### config.mk
export PLATFORM = sky130hd
export DESIGN_NAME = ps2_cmd_ctrl_flat
export DESIGN_NICKNAME = d
export VERILOG_FILES = /design/src/rtl/ps2_cmd_ctrl_if.sv /design/src/rtl/ps2_cmd_ctrl.sv /design/src/flat_wrapper.sv
export SDC_FILE = /design/constraint.sdc
export NUM_CORES = 1
export LEC_CHECK = 0
export BUFFER_PORTS_ARGS = -buffer_cell sky130_fd_sc_hd__buf_2
export CAP_MARGIN = 10
export CORE_MARGIN = 3
export CORE_UTILIZATION = 33
export CTS_BUF_LIST = sky130_fd_sc_hd__clkbuf_4
export CTS_CLUSTER_DIAMETER = 30
export CTS_CLUSTER_SIZE = 14
export DETAILED_ROUTE_END_ITERATION = 6
export GPL_ROUTABILITY_DRIVEN = 0
export PLACE_DENSITY = 0.57
export SYNTH_ARGS = -nofsm -noshare
export SYNTH_HDL_FRONTEND = slang
export SYNTH_SLANG_ARGS = --single-unit
### constraint.sdc
create_clock -name clk -period 3 [get_ports clk]
set_input_delay 0.75 -clock clk [delete_from_list [all_inputs] [get_ports clk]]
set_output_delay 0.75 -clock clk [all_outputs]
set_load 0.005 [all_outputs]
### src/rtl/ps2_cmd_ctrl_if.sv
// Handshake bundle between the PS/2 command sequencer, its host and the port tx/rx pair.
// slave = sequencer view, master = host plus tx/rx side.
interface ps2_cmd_ctrl_if;
    logic       cmd_req;
    logic [7:0] cmd_byte;
    logic       cmd_busy;
    logic       cmd_done;
    logic       cmd_err;
    logic [7:0] resp_byte;
    logic       tx_en;
    logic       tbr;
    logic [7:0] tx_data;
    logic       sent;
    logic       rx_en;
    logic       rx_rdy;
    logic [7:0] rx_data;
    logic       stream_valid;
    logic [7:0] stream_data;
    logic       init_done;

    modport slave (
        input  cmd_req, cmd_byte, sent, rx_rdy, rx_data,
        output cmd_busy, cmd_done, cmd_err, resp_byte, tx_en, tbr, tx_data,
               rx_en, stream_valid, stream_data, init_done
    );

    modport master (
        output cmd_req, cmd_byte, sent, rx_rdy, rx_data,
        input  cmd_busy, cmd_done, cmd_err, resp_byte, tx_en, tbr, tx_data,
               rx_en, stream_valid, stream_data, init_done
    );
endinterface

### src/rtl/ps2_cmd_ctrl.sv
// PS/2 host command sequencer: send, ACK/resend, timeouts, 0xFF reset response, stream pass-through.
// Optional power-on init (0xFF then 0xF4) when PS2_CMD_INIT_EN is defined.
//
// state     | meaning
// ----------+-----------------------------------------------------------
// INIT      | power-on sequencer picks next init command (PS2_CMD_INIT_EN)
// IDLE      | receiver on, forwarding stream bytes, accepting cmd_req
// LOAD      | tbr strobe, byte handed to transmitter
// WAIT_SENT | transmitter shifting the frame out
// WAIT_ACK  | waiting for 0xFA / 0xFE / error byte
// WAIT_BAT  | after 0xFF ACK, waiting for 0xAA self-test pass
// WAIT_ID   | waiting for the device ID byte (absent on keyboards)
// DONE      | one-cycle completion, cmd_done pulse
module ps2_cmd_ctrl #(
    parameter logic [25:0] ACK_TIMEOUT = 26'd2_000_000,
    parameter logic [25:0] BAT_TIMEOUT = 26'd50_000_000,
    parameter logic [1:0]  MAX_RETRY   = 2'd3
) (
    input  logic           clk,
    input  logic           rst,
    ps2_cmd_ctrl_if.slave  bus
);

    typedef enum logic [2:0] {
        IDLE,
        LOAD,
        WAIT_SENT,
        WAIT_ACK,
        WAIT_BAT,
        WAIT_ID,
        DONE
`ifdef PS2_CMD_INIT_EN
        , INIT
`endif
    } state_t;

    localparam logic [7:0] B_ACK    = 8'hFA;
    localparam logic [7:0] B_RESEND = 8'hFE;
    localparam logic [7:0] B_RESET  = 8'hFF;
    localparam logic [7:0] B_BAT_OK = 8'hAA;

    state_t      state;
    logic [7:0]  cmd_lat;
    logic [1:0]  retry_cnt;
    logic [25:0] timer;
    logic        timer_exp;

    logic        resend;
    logic        retry_go;
    logic        fin;
    logic        fin_err;
    logic [7:0]  fin_resp;
    logic        load_go;
    logic [7:0]  load_byte;

`ifdef PS2_CMD_INIT_EN
    logic        in_init;
    logic        init_phase;
    logic        init_done_r;

    assign bus.init_done = init_done_r;
`else
    assign bus.init_done = 1'b1;
`endif

    assign timer_exp = (timer == 26'd0);

    // Per-state decision: a received byte always outranks timer expiry,
    // and sent outranks expiry while the frame is going out.
    always_comb begin
        resend   = 1'b0;
        fin      = 1'b0;
        fin_err  = 1'b0;
        fin_resp = bus.resp_byte;
        case (state)
            LOAD:      resend = timer_exp;
            WAIT_SENT: resend = !bus.sent && timer_exp;
            WAIT_ACK: begin
                if (bus.rx_rdy) begin
                    fin_resp = bus.rx_data;
                    if (bus.rx_data == B_ACK) begin
                        fin = (cmd_lat != B_RESET);
                    end else if (bus.rx_data == B_RESEND) begin
                        resend = 1'b1;
                    end else begin
                        fin     = 1'b1;
                        fin_err = 1'b1;
                    end
                end else begin
                    resend = timer_exp;
                end
            end
            WAIT_BAT: begin
                if (bus.rx_rdy) begin
                    fin_resp = bus.rx_data;
                    if (bus.rx_data != B_BAT_OK) begin
                        fin     = 1'b1;
                        fin_err = 1'b1;
                    end
                end else if (timer_exp) begin
                    fin     = 1'b1;
                    fin_err = 1'b1;
                end
            end
            WAIT_ID: begin
                if (bus.rx_rdy) begin
                    fin      = 1'b1;
                    fin_resp = bus.rx_data;
                end else if (timer_exp) begin
                    // keyboards never send an ID after the self-test byte
                    fin      = 1'b1;
                    fin_resp = B_BAT_OK;
                end
            end
            default: ;
        endcase

        retry_go = resend && (retry_cnt < MAX_RETRY);
        if (resend && !retry_go) begin
            fin     = 1'b1;
            fin_err = 1'b1;
        end

        load_go   = (state == IDLE && bus.cmd_req) || retry_go;
        load_byte = (state == IDLE) ? bus.cmd_byte : cmd_lat;
`ifdef PS2_CMD_INIT_EN
        if (state == INIT) begin
            load_go   = 1'b1;
            load_byte = init_phase ? 8'hF4 : B_RESET;
        end
`endif
    end

    always_ff @(posedge clk or posedge rst) begin
        if (rst) begin
`ifdef PS2_CMD_INIT_EN
            state        <= INIT;
            bus.cmd_busy <= 1'b1;
            in_init      <= 1'b1;
            init_phase   <= 1'b0;
            init_done_r  <= 1'b0;
`else
            state        <= IDLE;
            bus.cmd_busy <= 1'b0;
`endif
            cmd_lat          <= 8'h00;
            retry_cnt        <= 2'd0;
            timer            <= 26'd0;
            bus.tx_en        <= 1'b0;
            bus.tbr          <= 1'b0;
            bus.tx_data      <= 8'h00;
            bus.rx_en        <= 1'b0;
            bus.cmd_done     <= 1'b0;
            bus.cmd_err      <= 1'b0;
            bus.resp_byte    <= 8'h00;
            bus.stream_valid <= 1'b0;
            bus.stream_data  <= 8'h00;
        end else begin
            bus.tbr          <= 1'b0;
            bus.cmd_done     <= 1'b0;
            bus.stream_valid <= 1'b0;

            if (!timer_exp) begin
                timer <= timer - 26'd1;
            end

            if (state == IDLE && bus.rx_rdy) begin
                bus.stream_valid <= 1'b1;
                bus.stream_data  <= bus.rx_data;
            end

            if (load_go) begin
                state        <= LOAD;
                bus.tbr      <= 1'b1;
                bus.tx_en    <= 1'b1;
                bus.rx_en    <= 1'b0;
                bus.tx_data  <= load_byte;
                bus.cmd_busy <= 1'b1;
                timer        <= ACK_TIMEOUT;
                if (retry_go) begin
                    retry_cnt <= retry_cnt + 2'd1;
                end else begin
                    retry_cnt <= 2'd0;
                    cmd_lat   <= load_byte;
                end
                // a latched init error is cleared by the first host command
                if (state == IDLE) begin
                    bus.cmd_err <= 1'b0;
                end
            end else if (fin) begin
                state         <= DONE;
                bus.tx_en     <= 1'b0;
                bus.rx_en     <= 1'b1;
                bus.cmd_err   <= fin_err;
                bus.resp_byte <= fin_resp;
`ifdef PS2_CMD_INIT_EN
                bus.cmd_done  <= !in_init;
`else
                bus.cmd_done  <= 1'b1;
`endif
            end else begin
                case (state)
                    IDLE: begin
                        bus.rx_en    <= 1'b1;
                        bus.tx_en    <= 1'b0;
                        bus.cmd_busy <= 1'b0;
                    end
                    LOAD: state <= WAIT_SENT;
                    WAIT_SENT: begin
                        if (bus.sent) begin
                            state     <= WAIT_ACK;
                            bus.tx_en <= 1'b0;
                            bus.rx_en <= 1'b1;
                        end
                    end
                    WAIT_ACK: begin
                        // only the 0xFF ACK reaches here; every other byte was resolved above
                        if (bus.rx_rdy) begin
                            state <= WAIT_BAT;
                            timer <= BAT_TIMEOUT;
                        end
                    end
                    WAIT_BAT: begin
                        if (bus.rx_rdy) begin
                            state <= WAIT_ID;
                            timer <= ACK_TIMEOUT;
                        end
                    end
                    DONE: begin
`ifdef PS2_CMD_INIT_EN
                        if (in_init && !bus.cmd_err && !init_phase) begin
                            init_phase <= 1'b1;
                            state      <= INIT;
                        end else begin
                            if (in_init) begin
                                init_done_r <= 1'b1;
                            end
                            in_init      <= 1'b0;
                            state        <= IDLE;
                            bus.cmd_busy <= 1'b0;
                        end
`else
                        state        <= IDLE;
                        bus.cmd_busy <= 1'b0;
`endif
                    end
                    default: ;
                endcase
            end
        end
    end

endmodule
### src/flat_wrapper.sv
// flat-port wrapper written by rule: the top's interface ports become plain ports
module ps2_cmd_ctrl_flat 
#(
    parameter logic [25:0] ACK_TIMEOUT = 26'd2_000_000,
    parameter logic [25:0] BAT_TIMEOUT = 26'd50_000_000,
    parameter logic [1:0]  MAX_RETRY   = 2'd3
)
  (clk, rst, bus_cmd_req, bus_cmd_byte, bus_sent, bus_rx_rdy, bus_rx_data, bus_cmd_busy, bus_cmd_done, bus_cmd_err, bus_resp_byte, bus_tx_en, bus_tbr, bus_tx_data, bus_rx_en, bus_stream_valid, bus_stream_data, bus_init_done);
  ps2_cmd_ctrl_if bus_i ();
  input  logic clk;
  input  logic rst;
  input wire logic [$bits(bus_i.cmd_req)-1:0] bus_cmd_req;
  input wire logic [$bits(bus_i.cmd_byte)-1:0] bus_cmd_byte;
  input wire logic [$bits(bus_i.sent)-1:0] bus_sent;
  input wire logic [$bits(bus_i.rx_rdy)-1:0] bus_rx_rdy;
  input wire logic [$bits(bus_i.rx_data)-1:0] bus_rx_data;
  output wire logic [$bits(bus_i.cmd_busy)-1:0] bus_cmd_busy;
  output wire logic [$bits(bus_i.cmd_done)-1:0] bus_cmd_done;
  output wire logic [$bits(bus_i.cmd_err)-1:0] bus_cmd_err;
  output wire logic [$bits(bus_i.resp_byte)-1:0] bus_resp_byte;
  output wire logic [$bits(bus_i.tx_en)-1:0] bus_tx_en;
  output wire logic [$bits(bus_i.tbr)-1:0] bus_tbr;
  output wire logic [$bits(bus_i.tx_data)-1:0] bus_tx_data;
  output wire logic [$bits(bus_i.rx_en)-1:0] bus_rx_en;
  output wire logic [$bits(bus_i.stream_valid)-1:0] bus_stream_valid;
  output wire logic [$bits(bus_i.stream_data)-1:0] bus_stream_data;
  output wire logic [$bits(bus_i.init_done)-1:0] bus_init_done;
  assign bus_i.cmd_req = bus_cmd_req;
  assign bus_i.cmd_byte = bus_cmd_byte;
  assign bus_i.sent = bus_sent;
  assign bus_i.rx_rdy = bus_rx_rdy;
  assign bus_i.rx_data = bus_rx_data;
  assign bus_cmd_busy = bus_i.cmd_busy;
  assign bus_cmd_done = bus_i.cmd_done;
  assign bus_cmd_err = bus_i.cmd_err;
  assign bus_resp_byte = bus_i.resp_byte;
  assign bus_tx_en = bus_i.tx_en;
  assign bus_tbr = bus_i.tbr;
  assign bus_tx_data = bus_i.tx_data;
  assign bus_rx_en = bus_i.rx_en;
  assign bus_stream_valid = bus_i.stream_valid;
  assign bus_stream_data = bus_i.stream_data;
  assign bus_init_done = bus_i.init_done;
  ps2_cmd_ctrl #(.ACK_TIMEOUT(ACK_TIMEOUT), .BAT_TIMEOUT(BAT_TIMEOUT), .MAX_RETRY(MAX_RETRY)) u_core (.clk(clk), .rst(rst), .bus(bus_i));
endmodule
Word level (Yosys, flattened, before mapping) --
Cells that the tools add are included.
Storage, ports and cells: register bits after elaboration 70, bits of input ports 21, output and inout port bits 32, logic and storage cells 112
Operators by class: add/sub/neg operators 2, magnitude comparators 1, equality and inequality tests 17, multiplexer cells 53, bitwise operators 2, reduce and logical (&&, ||, !) cells 23
Operators with widths (number):
- $mux W26 | 5
- $pmux W26 S2 | 1
- $mux W8 | 4
- $mux W1 | 30
- $logic_not A26 Y1 | 1
- $sub A26 B1 Y26 const B | 1
- $eq A8 B8 Y1 const B | 2
- $ne A8 B8 Y1 const B | 2
- $pmux W8 S2 | 1
- $mux W3 | 5
- $pmux W3 S5 | 1
- $ne A4 B2 Y1 const B | 3
- $eq A3 B3 Y1 const B | 3
- $reduce_and A2 Y1 | 4
- $reduce_bool A7 Y1 | 1
- $eq A3 B2 Y1 const B | 2
- $pmux W1 S2 | 3
- $pmux W1 S3 | 2
- $reduce_bool A2 Y1 | 3
- $logic_and A1 B1 Y1 | 5
- $reduce_and A5 Y1 | 1
- $ne A2 B2 Y1 const B | 2
- $reduce_and A4 Y1 | 1
- $reduce_bool A4 Y1 | 1
- other kinds (11) | 14

Longest topological paths before layout --
depth in word-level cells 11, mapped depth 10, mapped depth without buffers 9

Least setup slack after synthesis --
No wires, ideal clock.
kind in2reg, start in bus_rx_rdy, end reg u_core.timer[23], setup time 140 ps, data arrival time 2619 ps, required time 2860 ps, setup slack 242 ps, cell stages on the path 8, buffers on the path 1, cell sequence buf_4 -> or4b_4 -> nor4_2 -> o32ai_2 -> nor4b_4 -> inv_4 -> a21oi_4 -> o22ai_1
On the way: word-level cells in the longest chain between the ends 8, elaborated cells between the ends (all ways) 16, classes of those cells 12 x mux; 4 x reduce/logical
Ends and longest elaborated chain:
- start: declaration | RTL line flat_wrapper.sv:15 | input wire logic [$bits(bus_i.rx_rdy)-1:0] bus_rx_rdy;
- $mux W1 | RTL line ps2_cmd_ctrl.sv:79 | if (bus.rx_rdy) begin
- $pmux W1 S3 | RTL line ps2_cmd_ctrl.sv:75 | case (state)
- $logic_and A1 B1 Y1 | RTL line ps2_cmd_ctrl.sv:118 | retry_go = resend && (retry_cnt < MAX_RETRY);
- $logic_not A1 Y1 | RTL line ps2_cmd_ctrl.sv:119 | if (resend && !retry_go) begin
- $logic_and A1 B1 Y1 | RTL line ps2_cmd_ctrl.sv:119
- $mux W1 | RTL line ps2_cmd_ctrl.sv:119
- $mux W26 | RTL line ps2_cmd_ctrl.sv:190 | end else if (fin) begin
- $mux W26 * | RTL line ps2_cmd_ctrl.sv:172 | if (load_go) begin
- end signal: assignment | RTL line ps2_cmd_ctrl.sv:164 | timer <= timer - 26'd1;
- end: declaration | RTL line ps2_cmd_ctrl.sv:45 | logic [25:0] timer;
Every way passes the cells marked *; elsewhere a longest branch is shown, timed or not. A chain may end at the register's enable or synchronous reset.

Final worst setup path --
start reg u_core.timer[0], end reg u_core.bus.resp_byte[1]
On the way: word-level cells in the longest chain between the ends 8, elaborated cells between the ends (all ways) 16, classes of those cells 1 x eq/ne; 7 x mux; 1 x bitwise; 7 x reduce/logical
Ends and longest elaborated chain:
- $logic_not A26 Y1 * | RTL line ps2_cmd_ctrl.sv:66 | assign timer_exp = (timer == 26'd0);
- $mux W1 or $logic_and A1 B1 Y1 (tied branches) | RTL line ps2_cmd_ctrl.sv:79, ps2_cmd_ctrl.sv:77
- $pmux W1 S3 | RTL line ps2_cmd_ctrl.sv:75
- $logic_and A1 B1 Y1 | RTL line ps2_cmd_ctrl.sv:118
- $logic_not A1 Y1 | RTL line ps2_cmd_ctrl.sv:119
- $logic_and A1 B1 Y1 | RTL line ps2_cmd_ctrl.sv:119
- $mux W1 | RTL line ps2_cmd_ctrl.sv:119
- $reduce_and A5 Y1 (no source line) *
- end signal: assignment | RTL line ps2_cmd_ctrl.sv:195 | bus.resp_byte <= fin_resp;
- end: declaration | RTL line ps2_cmd_ctrl_if.sv:23 | output cmd_busy, cmd_done, cmd_err, resp_byte, tx_en, tbr, tx_data,
Marks and branches as above.

==> summary.txt <==
Global route
  – Initial antenna violation count: 0
  – First-pass GRT wire length: about 14000 um
  – Gr usage total: approximately 14%
  – Pin count of the biggest net entering global routing: a little over 70
  – Gr ovfl total: 0
  – Vias in the first global route: 2834

STA
  – Final TNS setup: 0 ns
  – Slew at the pin closest to its max-slew limit: between 0.6 and 0.7 ns
  – Setup-failing EPs final: 0
  – Max-slew headroom: around 60%
  – WHS: 0.381 ns
  – Clk_skew: just under 0.02 ns
  – Slew Viols, Final: 0
  – RSZ-0062 raised after global routing: false
  – Highest clock rate: ~370 MHz
  – Final hold violation count: 0
  – Tmin final: approximately 2.7 ns
  – Final worst path period share: between 90 and 100%

Power
  – Sw Share: 38.4%
  – Worst ir drop on vdd: slightly below 0.5 mV
  – Seq pwr share: between 40% and 50%
  – Cell internal pwr: about 2.4 mW
  – Leakage power: about 1.8 nW
  – Power density cells: approximately 910 mW/mm^2
  – Comb power frac: 42.7%
  – Net Sw Power: 1.51 mW
  – Clock power share: 15.6%
  – Design Power: 3.93 mW

Placement
  – Post-DP HPWL: between 5000 and 6000 um
  – Port buffer count: between 50 and 60
  – Post-DP Area: 0.00420 sq mm

Floorplanning
  – # IOs: between 50 and 60
  – Die Area: 0.0123 sq mm
  – Die height: 111 um
  – Core Region: between 0.01 and 0.015 sq mm
  – Row count: 37
  – Starting density of the core: 34.5%
  – Die X: roughly 110 um

Layout
  – Diode count: 0
  – Syn-to-layout area delta: 18.9%
  – Final core utilization: roughly two fifths
  – Post-Layout Inst Area: ~0.0043 sq mm
  – Nets: ~430
  – Layout cells sized above 1: about 33%

Yosys
  – Syn nets: approximately 360
  – Synthesis-stage register bit count: 70
  – Ys flop type: dfrtp_1
  – Post-Syn Area per Cell: around 11 sq um
  – Post-synth EDFFs: 0
  – Mapped Area: ~0.0036 sq mm
  – Sequential area share after synthesis: between 40% and 50%
  – Count of different cell masters after synthesis: 60
  – Ys async rst share: 100%
  – Synth warn: 0
  – Post-Syn Instances: 340

Clock tree
  – CTS HTree Levels: 3
  – Longest Clk Path Bufs: 2
  – CTS buffer count: 9
  – CTS tree: built
  – Hold Buf Count CTS: 0
  – Root buffer cell: clkbuf_4
  – Clock slew at reported path FFs: between 0.1 and 0.15 ns
  – Later-pin clock latency in the skew report: approximately 0.43 ns
  – Clk sinks: 70
  – Post-CTS Setup Inserts: 0
  – Post-cts gate resize count: 0

Routing
  – Avg WL per Cell: approximately 15 um
  – Met3 Wirelength: approximately 330 um
  – Pre-Repair DR Iteration Count: 4
  – DRC errors left: 0
  – Vias per inst: 5.02
  – DR vias: 2753
  – Iteration-0 DRC Markers: 127
  – Met2 wire length: ~3800 um
  – Wl on met1: approximately 3900 um
  – Antenna Violating Nets Remaining: 0
  – Top Layer Used: met4
  – Drt total wl: ~8200 um

Critical path
  – Worst-case reg-to-reg path depth: 8
  – CP startpoint: u_core.timer[0]
  – CP required: between 3 and 4 ns
  – Worst r2r src: u_core.timer[0]
  – Setup CP Type: register to register
  – Worst Setup End Kind: register
  – CP Max Fanout: 8
  – End of the worst register-to-register path: u_core.bus.resp_byte[1]
  – CP Launch Type: register
  – Data arrival, critical path: 3.04 ns
  – Reg2reg setup slack: about 0.27 ns

Run
  – MaxCap Viol Count: 0

Hold path
  – Hold/Removal Path Class: primary input to async pin

Status
  – Status: completed
## power by group through the flow
stage               Combinational [mW]  Clock, mW  Sequential, mW
detailed placement                1.70          0            1.66
floorplan                         1.16          0            1.58
global route                      1.85      0.691            1.70
CTS                               1.71      0.642            1.64
global placement                  1.66          0            1.65
finish                            1.68      0.613            1.64
## sequential cells by signal, indices dropped and copies added (netlist names), 2 cells and up
name,cells
u_core.timer,26
u_core.bus.resp_byte,8
u_core.bus.stream_data,8
u_core.bus.tx_data,8
u_core.cmd_lat,8
u_core.state,3
u_core.retry_cnt,2
## per-stage QoR
stage	setup WS [ns]	instances
detailed placement	0.0776	532
global route	0.0492	548
floorplan	0.242	340
global placement	0.135	532
finish	0.268	548
CTS	0.233	548
## cell usage after synthesis, drive strengths merged (2+ instances only)
cell type / count / area [sq um]
mux2i: 13 / 130
nor2: 26 / 97.6
o21a: 3 / 22.5
xor2: 6 / 52.6
dfrtp: 70 / 1750
a21o: 3 / 22.5
nand2b: 9 / 63.8
a31oi: 3 / 33.8
or2: 2 / 15.0
nor4b: 2 / 32.5
buf: 8 / 52.5
and2: 2 / 12.5
nand3: 11 / 55.1
xnor2: 17 / 149
o41ai: 2 / 36.3
inv: 13 / 51.3
o21ai: 13 / 68.8
nand2: 27 / 101
clkbuf: 8 / 30.0
mux2: 21 / 251
or4: 4 / 33.8
nor2b: 4 / 25.0
o32ai: 2 / 25.0
or3: 5 / 31.3
ha: 3 / 37.5
o31ai: 4 / 30.0
a21oi: 12 / 90.1
nand4: 6 / 37.5
nor3: 14 / 75.1
nor4: 15 / 128
## critical path: stages (launching register included)
cell and delay, ns:
dfrtp_1 0.40, inv_1 0.12, ha_1 0.15, nor4b_1 0.32
nand4_1 0.34, nor3_2 0.33, nand3_1 0.18, a31oi_4 0.43
mux2_4 0.34
## layer usage
| layer | GRT usage, % | vias up |
|---|---|---|
| met5 | 0 | - |
| met1 | 18.7 | 1347 |
| met3 | 3.33 | 10 |
| li1 | - | 1343 |
| met4 | 4.30 | 0 |
| met2 | 21.4 | 53 |
## cell families (layout without fill, tap and decap cells)
logic type                 count (synthesis)  in the layout  synth area share [%]
AOI/OAI and AO/OA                         50             50                  10.9
xor gates and xnor gates                  23             23                  5.52
adders and majority gates                  3              3                  1.03
buffers and inverters                     29            101                  3.67
DFF                                       70             70                  48.0
muxes                                     34             34                  10.5
other                                      1              1                 0.103
and+or+nand+nor                          130            130                  20.2
## worst max path at each step
stage                                          to  slack [ns]  depth (start not counted)
after floorplan                  u_core.timer[23]        0.24                          8
after global placement            u_core.timer[1]        0.14                          9
after detailed placement          u_core.timer[1]        0.08                          9
after CTS                 u_core.bus.resp_byte[1]        0.23                          8
after global routing      u_core.bus.resp_byte[1]        0.05                          8
final                     u_core.bus.resp_byte[1]        0.27                          8
## layout make-up
class	count	area (sq um)
multi-input combinational	241	1770
fill	1051	6220
sequential	70	1750
clock inverter	7	73.8
tap	136	170
inverter	13	51.3
timing repair buffer	72	450
clock buffer	9	67.6
## cell usage in the layout, fill, tap and decap left out, drive strengths merged, types with 11 or more instances in the layout
| master | Yosys | layout |
|---|---|---|
| buf | 8 | 72 |
| dfrtp | 70 | 70 |
| nand2 | 27 | 27 |
| nor2 | 26 | 26 |
| mux2 | 21 | 21 |
| xnor2 | 17 | 17 |
| nor4 | 15 | 15 |
| nor3 | 14 | 14 |
| inv | 13 | 14 |
| mux2i | 13 | 13 |
| o21ai | 13 | 13 |
| a21oi | 12 | 12 |
| nand3 | 11 | 11 |
Power figures use the tool's default switching activity.
